<file path="src/rtl/i2c_pkg.sv">
// Shared types and constants for the codec-programming I2C writer.
// One command becomes a fixed three-byte frame: address+W, register+data MSB, data LSBs.
package i2c_pkg;

  typedef enum logic [2:0] {
    IDLE,
    START,
    DATA,
    ACK,
    STOP
  } state_t;

  typedef logic [1:0] quarter_t;

  localparam logic I2C_WR_BIT    = 1'b0;
  localparam int   BYTES_PER_CMD = 3;
  localparam int   FRAME_BITS    = 8 * BYTES_PER_CMD;

  function automatic logic [FRAME_BITS-1:0] buildFrame(
    input logic [6:0] devAddr,
    input logic [6:0] regAddr,
    input logic [8:0] regData
  );
    return {devAddr, I2C_WR_BIT, regAddr, regData};
  endfunction

endpackage

</file>
<file path="src/rtl/quarter_tick.sv">
// Divides the I2C-domain clock into quarter-bit ticks; tick_o marks the last
// cycle of each quarter. Clearing restarts a full-length quarter.
module quarter_tick #(
  parameter int QUARTER = 1
) (
  input  logic clk_i,
  input  logic rst_i,
  input  logic clear_i,
  output logic tick_o
);

  localparam int            CW   = (QUARTER > 1) ? $clog2(QUARTER) : 1;
  localparam logic [CW-1:0] LAST = CW'(QUARTER - 1);

  logic [CW-1:0] cnt_q;
  logic [CW-1:0] cnt_d;

  always_comb begin
    cnt_d = cnt_q + 1'b1;
    if (clear_i || (cnt_q == LAST)) begin
      cnt_d = '0;
    end
  end

  always_ff @(posedge clk_i) begin
    if (rst_i) begin
      cnt_q <= '0;
    end else begin
      cnt_q <= cnt_d;
    end
  end

  assign tick_o = (cnt_q == LAST);

endmodule

</file>
<file path="src/rtl/i2c_codec_writer.sv">
// Write-only I2C master: each accepted {reg, data} command becomes one
// START, addr+W, two data bytes, STOP sequence on open-drain SCL/SDA enables.
module i2c_codec_writer
  import i2c_pkg::*;
#(
  parameter logic [6:0] DEV_ADDR  = 7'h1A,
  parameter int         QUARTER   = 1,
  parameter bit         CHECK_ACK = 1'b1
) (
  input  logic       clk400k,
  input  logic       rst400k,
  input  logic       cmd_valid,
  output logic       cmd_ready,
  input  logic [6:0] cmd_reg,
  input  logic [8:0] cmd_data,
  input  logic       sda_i,
  output logic       scl_oe,
  output logic       sda_oe,
  output logic       busy,
  output logic       done,
  output logic       nack
);

  localparam logic [1:0] LAST_BYTE = 2'(BYTES_PER_CMD - 1);
  localparam int         MSB       = FRAME_BITS - 1;

  state_t          state_q, state_d;
  quarter_t        quarter_q, quarter_d;
  logic [2:0]      bitCnt_q, bitCnt_d;
  logic [1:0]      byteCnt_q, byteCnt_d;
  logic [MSB:0]    shift_q, shift_d;
  logic            ackBit_q, ackBit_d;
  logic            nackSeen_q, nackSeen_d;
  logic            done_q, done_d;
  logic            nack_q, nack_d;
  logic            accept;
  logic            quarterTick;

  assign accept = cmd_valid && (state_q == IDLE);

  quarter_tick #(
    .QUARTER(QUARTER)
  ) u_quarter_tick (
    .clk_i  (clk400k),
    .rst_i  (rst400k),
    .clear_i(accept),
    .tick_o (quarterTick)
  );

  always_comb begin
    state_d    = state_q;
    quarter_d  = quarter_q;
    bitCnt_d   = bitCnt_q;
    byteCnt_d  = byteCnt_q;
    shift_d    = shift_q;
    ackBit_d   = ackBit_q;
    nackSeen_d = nackSeen_q;
    done_d     = 1'b0;
    nack_d     = 1'b0;

    case (state_q)
      IDLE: begin
        if (cmd_valid) begin
          state_d    = START;
          quarter_d  = 2'd0;
          bitCnt_d   = 3'd0;
          byteCnt_d  = 2'd0;
          shift_d    = buildFrame(DEV_ADDR, cmd_reg, cmd_data);
          ackBit_d   = 1'b0;
          nackSeen_d = 1'b0;
        end
      end
      default: begin
        if (quarterTick) begin
          quarter_d = quarter_q + 2'd1;
          // The slave's ACK is taken while SCL is high, just before it drops.
          if ((state_q == ACK) && (quarter_q == 2'd2)) begin
            ackBit_d = sda_i;
          end
          if (quarter_q == 2'd3) begin
            case (state_q)
              START: begin
                state_d  = DATA;
                bitCnt_d = 3'd0;
              end
              DATA: begin
                shift_d = {shift_q[MSB-1:0], 1'b0};
                if (bitCnt_q == 3'd7) begin
                  state_d = ACK;
                end else begin
                  bitCnt_d = bitCnt_q + 3'd1;
                end
              end
              ACK: begin
                if (CHECK_ACK && ackBit_q) begin
                  state_d    = STOP;
                  nackSeen_d = 1'b1;
                end else if (byteCnt_q == LAST_BYTE) begin
                  state_d = STOP;
                end else begin
                  state_d   = DATA;
                  byteCnt_d = byteCnt_q + 2'd1;
                  bitCnt_d  = 3'd0;
                end
              end
              STOP: begin
                state_d = IDLE;
                done_d  = 1'b1;
                nack_d  = nackSeen_q;
              end
              default: begin
                state_d = IDLE;
              end
            endcase
          end
        end
      end
    endcase
  end

  always_ff @(posedge clk400k) begin
    if (rst400k) begin
      state_q    <= IDLE;
      quarter_q  <= 2'd0;
      bitCnt_q   <= 3'd0;
      byteCnt_q  <= 2'd0;
      shift_q    <= '0;
      ackBit_q   <= 1'b0;
      nackSeen_q <= 1'b0;
      done_q     <= 1'b0;
      nack_q     <= 1'b0;
    end else begin
      state_q    <= state_d;
      quarter_q  <= quarter_d;
      bitCnt_q   <= bitCnt_d;
      byteCnt_q  <= byteCnt_d;
      shift_q    <= shift_d;
      ackBit_q   <= ackBit_d;
      nackSeen_q <= nackSeen_d;
      done_q     <= done_d;
      nack_q     <= nack_d;
    end
  end

  // Line drive is decoded from registered state only, so SDA moves solely at q0.
  always_comb begin
    scl_oe = 1'b0;
    sda_oe = 1'b0;
    case (state_q)
      START: begin
        sda_oe = (quarter_q == 2'd2) || (quarter_q == 2'd3);
        scl_oe = (quarter_q == 2'd3);
      end
      DATA: begin
        scl_oe = (quarter_q == 2'd0) || (quarter_q == 2'd3);
        sda_oe = ~shift_q[MSB];
      end
      ACK: begin
        scl_oe = (quarter_q == 2'd0) || (quarter_q == 2'd3);
      end
      STOP: begin
        scl_oe = (quarter_q == 2'd0);
        sda_oe = (quarter_q == 2'd0) || (quarter_q == 2'd1);
      end
      default: begin
        scl_oe = 1'b0;
        sda_oe = 1'b0;
      end
    endcase
  end

  assign cmd_ready = (state_q == IDLE);
  assign busy      = (state_q != IDLE);
  assign done      = done_q;
  assign nack      = nack_q;

endmodule

</file>
<file path="config.mk">
export PLATFORM = sky130hd
export DESIGN_NAME = i2c_codec_writer
export DESIGN_NICKNAME = d
export VERILOG_FILES = /design/src/rtl/i2c_pkg.sv /design/src/rtl/quarter_tick.sv /design/src/rtl/i2c_codec_writer.sv
export SDC_FILE = /design/constraint.sdc
export NUM_CORES = 1
export LEC_CHECK = 0
export BUFFER_PORTS_ARGS = -buffer_cell sky130_fd_sc_hd__buf_2
export CAP_MARGIN = 10
export CORE_MARGIN = 2
export CORE_UTILIZATION = 29
export DETAILED_ROUTE_END_ITERATION = 12
export HOLD_SLACK_MARGIN = 0.15
export PLACE_DENSITY = 0.57
export REMOVE_ABC_BUFFERS = 1
export SYNTH_ARGS = -nofsm -noshare
export SYNTH_HDL_FRONTEND = slang
export SYNTH_SLANG_ARGS = --single-unit
</file>
<file path="constraint.sdc">
create_clock -name clk400k -period 1.7 [get_ports clk400k]
set_input_delay 0.255 -clock clk400k [delete_from_list [all_inputs] [get_ports clk400k]]
set_output_delay 0.255 -clock clk400k [all_outputs]
set_load 0.03 [all_outputs]
</file>
==> metrics.txt <==
Lkg Pwr=1.03 nW; highest net fanout along the worst path=3; fin area=2350 sq um; R2R cell count=6; FF-to-FF Start=state_q[0]; count leader, synth=nor2_1; clock latency at the later pin of the worst-skew pair=0.30 ns; io pins=26; total track usage=0.113; port buffer count=25; first-pass GRT wire length=6540 microns; Die W=85.0 microns; vias per cell=4.75; CP Cell Sequence=inv_4 > ha_4 > mux2_4 > o21ai_2 > buf_6; pre-CTS setup slack=0.0433 ns; initial antenna violation count=0; Sink Count=39; initial core utilization=0.300; synth top area cells=dfxtp_1 41%, mux2i_1 11%, nor2_1 7.9%, a211oi_1 6.3%, ha_1 4.6%; GPL Wtd Cong=0.818; Max Root-Sink Buffers=2; H-tree Lvls=2; final antenna-violating net count=0; Yosys Warn Count=0; placed cell area=2100 sq um; fmax=0.581 GHz; sequential cell area=797 sq um; # fillers=roughly 640; Vias=1509; vias in the first global route=1418; die span in y=85.0 microns; CP top delay family=flip-flops; global route overflow=0; Most used DFF post-synth=dfxtp_1; Die Area=7230 sq um; max-cap violation count=0; Final Cycle Share=1.01; Hold Crit Start=sda_i; Worst-path clk slew=0.07 ns; RSZ-0062 raised after global routing=true; Crit. path cell count=5; drt pass-1 iters=4; Multi-input gate area=1030 sq um; Hold WC Path Type=in -> reg; failing checks=setup timing; worst hold slack=0.194 ns; CP Launch Type=flop; relative slew slack=0.651; Hold Vio Cnt, Final=0; Final setup viols=1; Core Area=6350 sq um; Worst setup EP type=output port; WP buf/inv=2; synth cell count leaders=40 x nor2_1, 39 x dfxtp_1, 20 x mux2i_1; # diodes=0; EDFF count, synth=0; # nets final=267; share of post-route cells with drive strength above 1=0.282; largest net degree at the start of global routing=34; Avg Cell Area, Syn=9.11 sq um; WL/cell=12.1 microns; setup ws final=-0.0226 ns; Cell Area, Synth=1900 sq um; Seq cells post-synth=39; Final min period=1.72 ns; CP peak stage delay=around 0.38 ns; Reg2Reg Setup Slack=0.11 ns; Hold Buf Count CTS=0; slew of the pin with the lowest slew margin=~0.52 ns; DRT iter0 DRCs=39; Post-Route WL=3850 microns; Setup TNS Final=-0.0226 ns; Hold Path End=ackBit_q; Post-synth ARST share=0; Post-Synthesis Cells=roughly 210; status=finished with violations; Max rail drop VDD=about 0.63 mV; slowest stage cell, crit path=dfxtp_4; row cnt=29; final slew viol count=0; # DRC=0; detailed placement HPWL=between 2000 and 3000 microns; Worst Hold Depth=3; CTS Buf Count=5; Critical Path AT=1.47 ns; Layout area overhead=23.3%; Power Dens Cells=915 nW/um^2; Final Skew=0.0130 ns; share of the synthesized area in the top cell type=0.410; register area share after synthesis=0.410; root buffer cell=clkbuf_8; Data required, critical path=1.44 ns; Synth area leader=dfxtp_1; Setup CP Type=reg -> out; terminus of the critical flop-to-flop path=shift_q[9]; CTS tree=built; Yosys cell types=42
[worst reg2reg max path: cells and delay by family, from the launching register on]
family                 cells  cell delay, ns
AOI/OAI and AO/OA          1            0.09
buffers and inverters      3            0.58
DFF                        1            0.37
muxes                      1            0.18
and+or+nand+nor            1            0.24
[power breakdown]
group	switching [mW]	total, mW	internal [mW]	leakage, nW
logic	0.163	0.324	0.162	0.640
registers	0.0312	0.992	0.961	0.323
clock network	0.350	0.832	0.483	0.0618
[state kept, by name, summed over array words and instances (netlist names)]
signal	cells
ackBit_q	1
quarter_q	2
u_quarter_tick.cnt_q	1
shift_q	24
nackSeen_q	1
bitCnt_q	3
byteCnt_q	2
done	1
nack	1
state_q	3
[placed cells by master, fill, tap and decap left out, types with 3 or more instances in the layout]
cell	netlist	layout
nand2b_1	6	6
mux2i_1	20	20
o21ai_0	6	4
nor3_1	4	4
a22oi_1	5	5
a211oi_1	16	16
dfxtp_1	39	34
clkbuf_8	0	6
buf_2	3	23
nand2_1	10	10
buf_4	2	12
a21oi_1	8	8
ha_1	7	4
nor2_1	40	39
inv_1	5	3
dfxtp_4	0	4
[routing by layer]
| metal | global-route usage | vias to the layer above | share of wire |
|---|---|---|---|
| met1 | 0.165 | 682 | 0.52 |
| met5 | 0 | - | 0 |
| met2 | 0.154 | 22 | 0.41 |
| met4 | 0.0476 | 0 | 0.019 |
| li1 | - | 798 | - |
| met3 | 0.0350 | 7 | 0.043 |
[layout make-up]
cell class | instances | area share
Multi-Input combinational cell | 150 | 0.441
Sequential cell | 39 | 0.340
Timing Repair Buffer | 39 | 0.117
Tap cell | 77 | 0.0410
Clock buffer | 6 | 0.0352
Clock inverter | 2 | 0.0165
Inverter | 5 | 0.0101
[logic make-up after synthesis]
group           after synthesis  share of synthesized area
simple gates                 75                      0.189
compound gates               45                      0.166
flops                        39                      0.410
mux                          22                      0.117
buf+inv                      20                     0.0703
fa+ha+maj                     7                     0.0460
other cells                   1                    0.00197
[metrics by stage]
| stage | total power, mW | util | cells |
|---|---|---|---|
| 2_1_floorplan | 1.19 | - | 194 |
| 3_3_place_gp | 1.30 | 0.330 | 305 |
| 3_5_place_dp | 1.31 | 0.330 | 305 |
| 4_1_cts | 2.16 | 0.365 | 317 |
| 5_1_grt | 2.26 | 0.370 | 318 |
| 6_report | 2.15 | 0.370 | 318 |
[worst max path at each step]
stage / to / slack (ns) / start
floorplan: busy / -1.03 / state_q[0]
global placement: scl_oe / 0.09 / quarter_q[0]
detailed placement: scl_oe / 0.04 / quarter_q[0]
CTS: scl_oe / -0.07 / quarter_q[0]
global route: scl_oe / -0.07 / quarter_q[1]
finish: scl_oe / -0.02 / quarter_q[1]
[what timing repair did]
action,in CTS,in global routing
setup endpoints to repair,4,16
cloned,1,0
pin swaps,3,4
buffers inserted,3,1
gates resized for setup,17,9
Power figures use the tool's default switching activity.
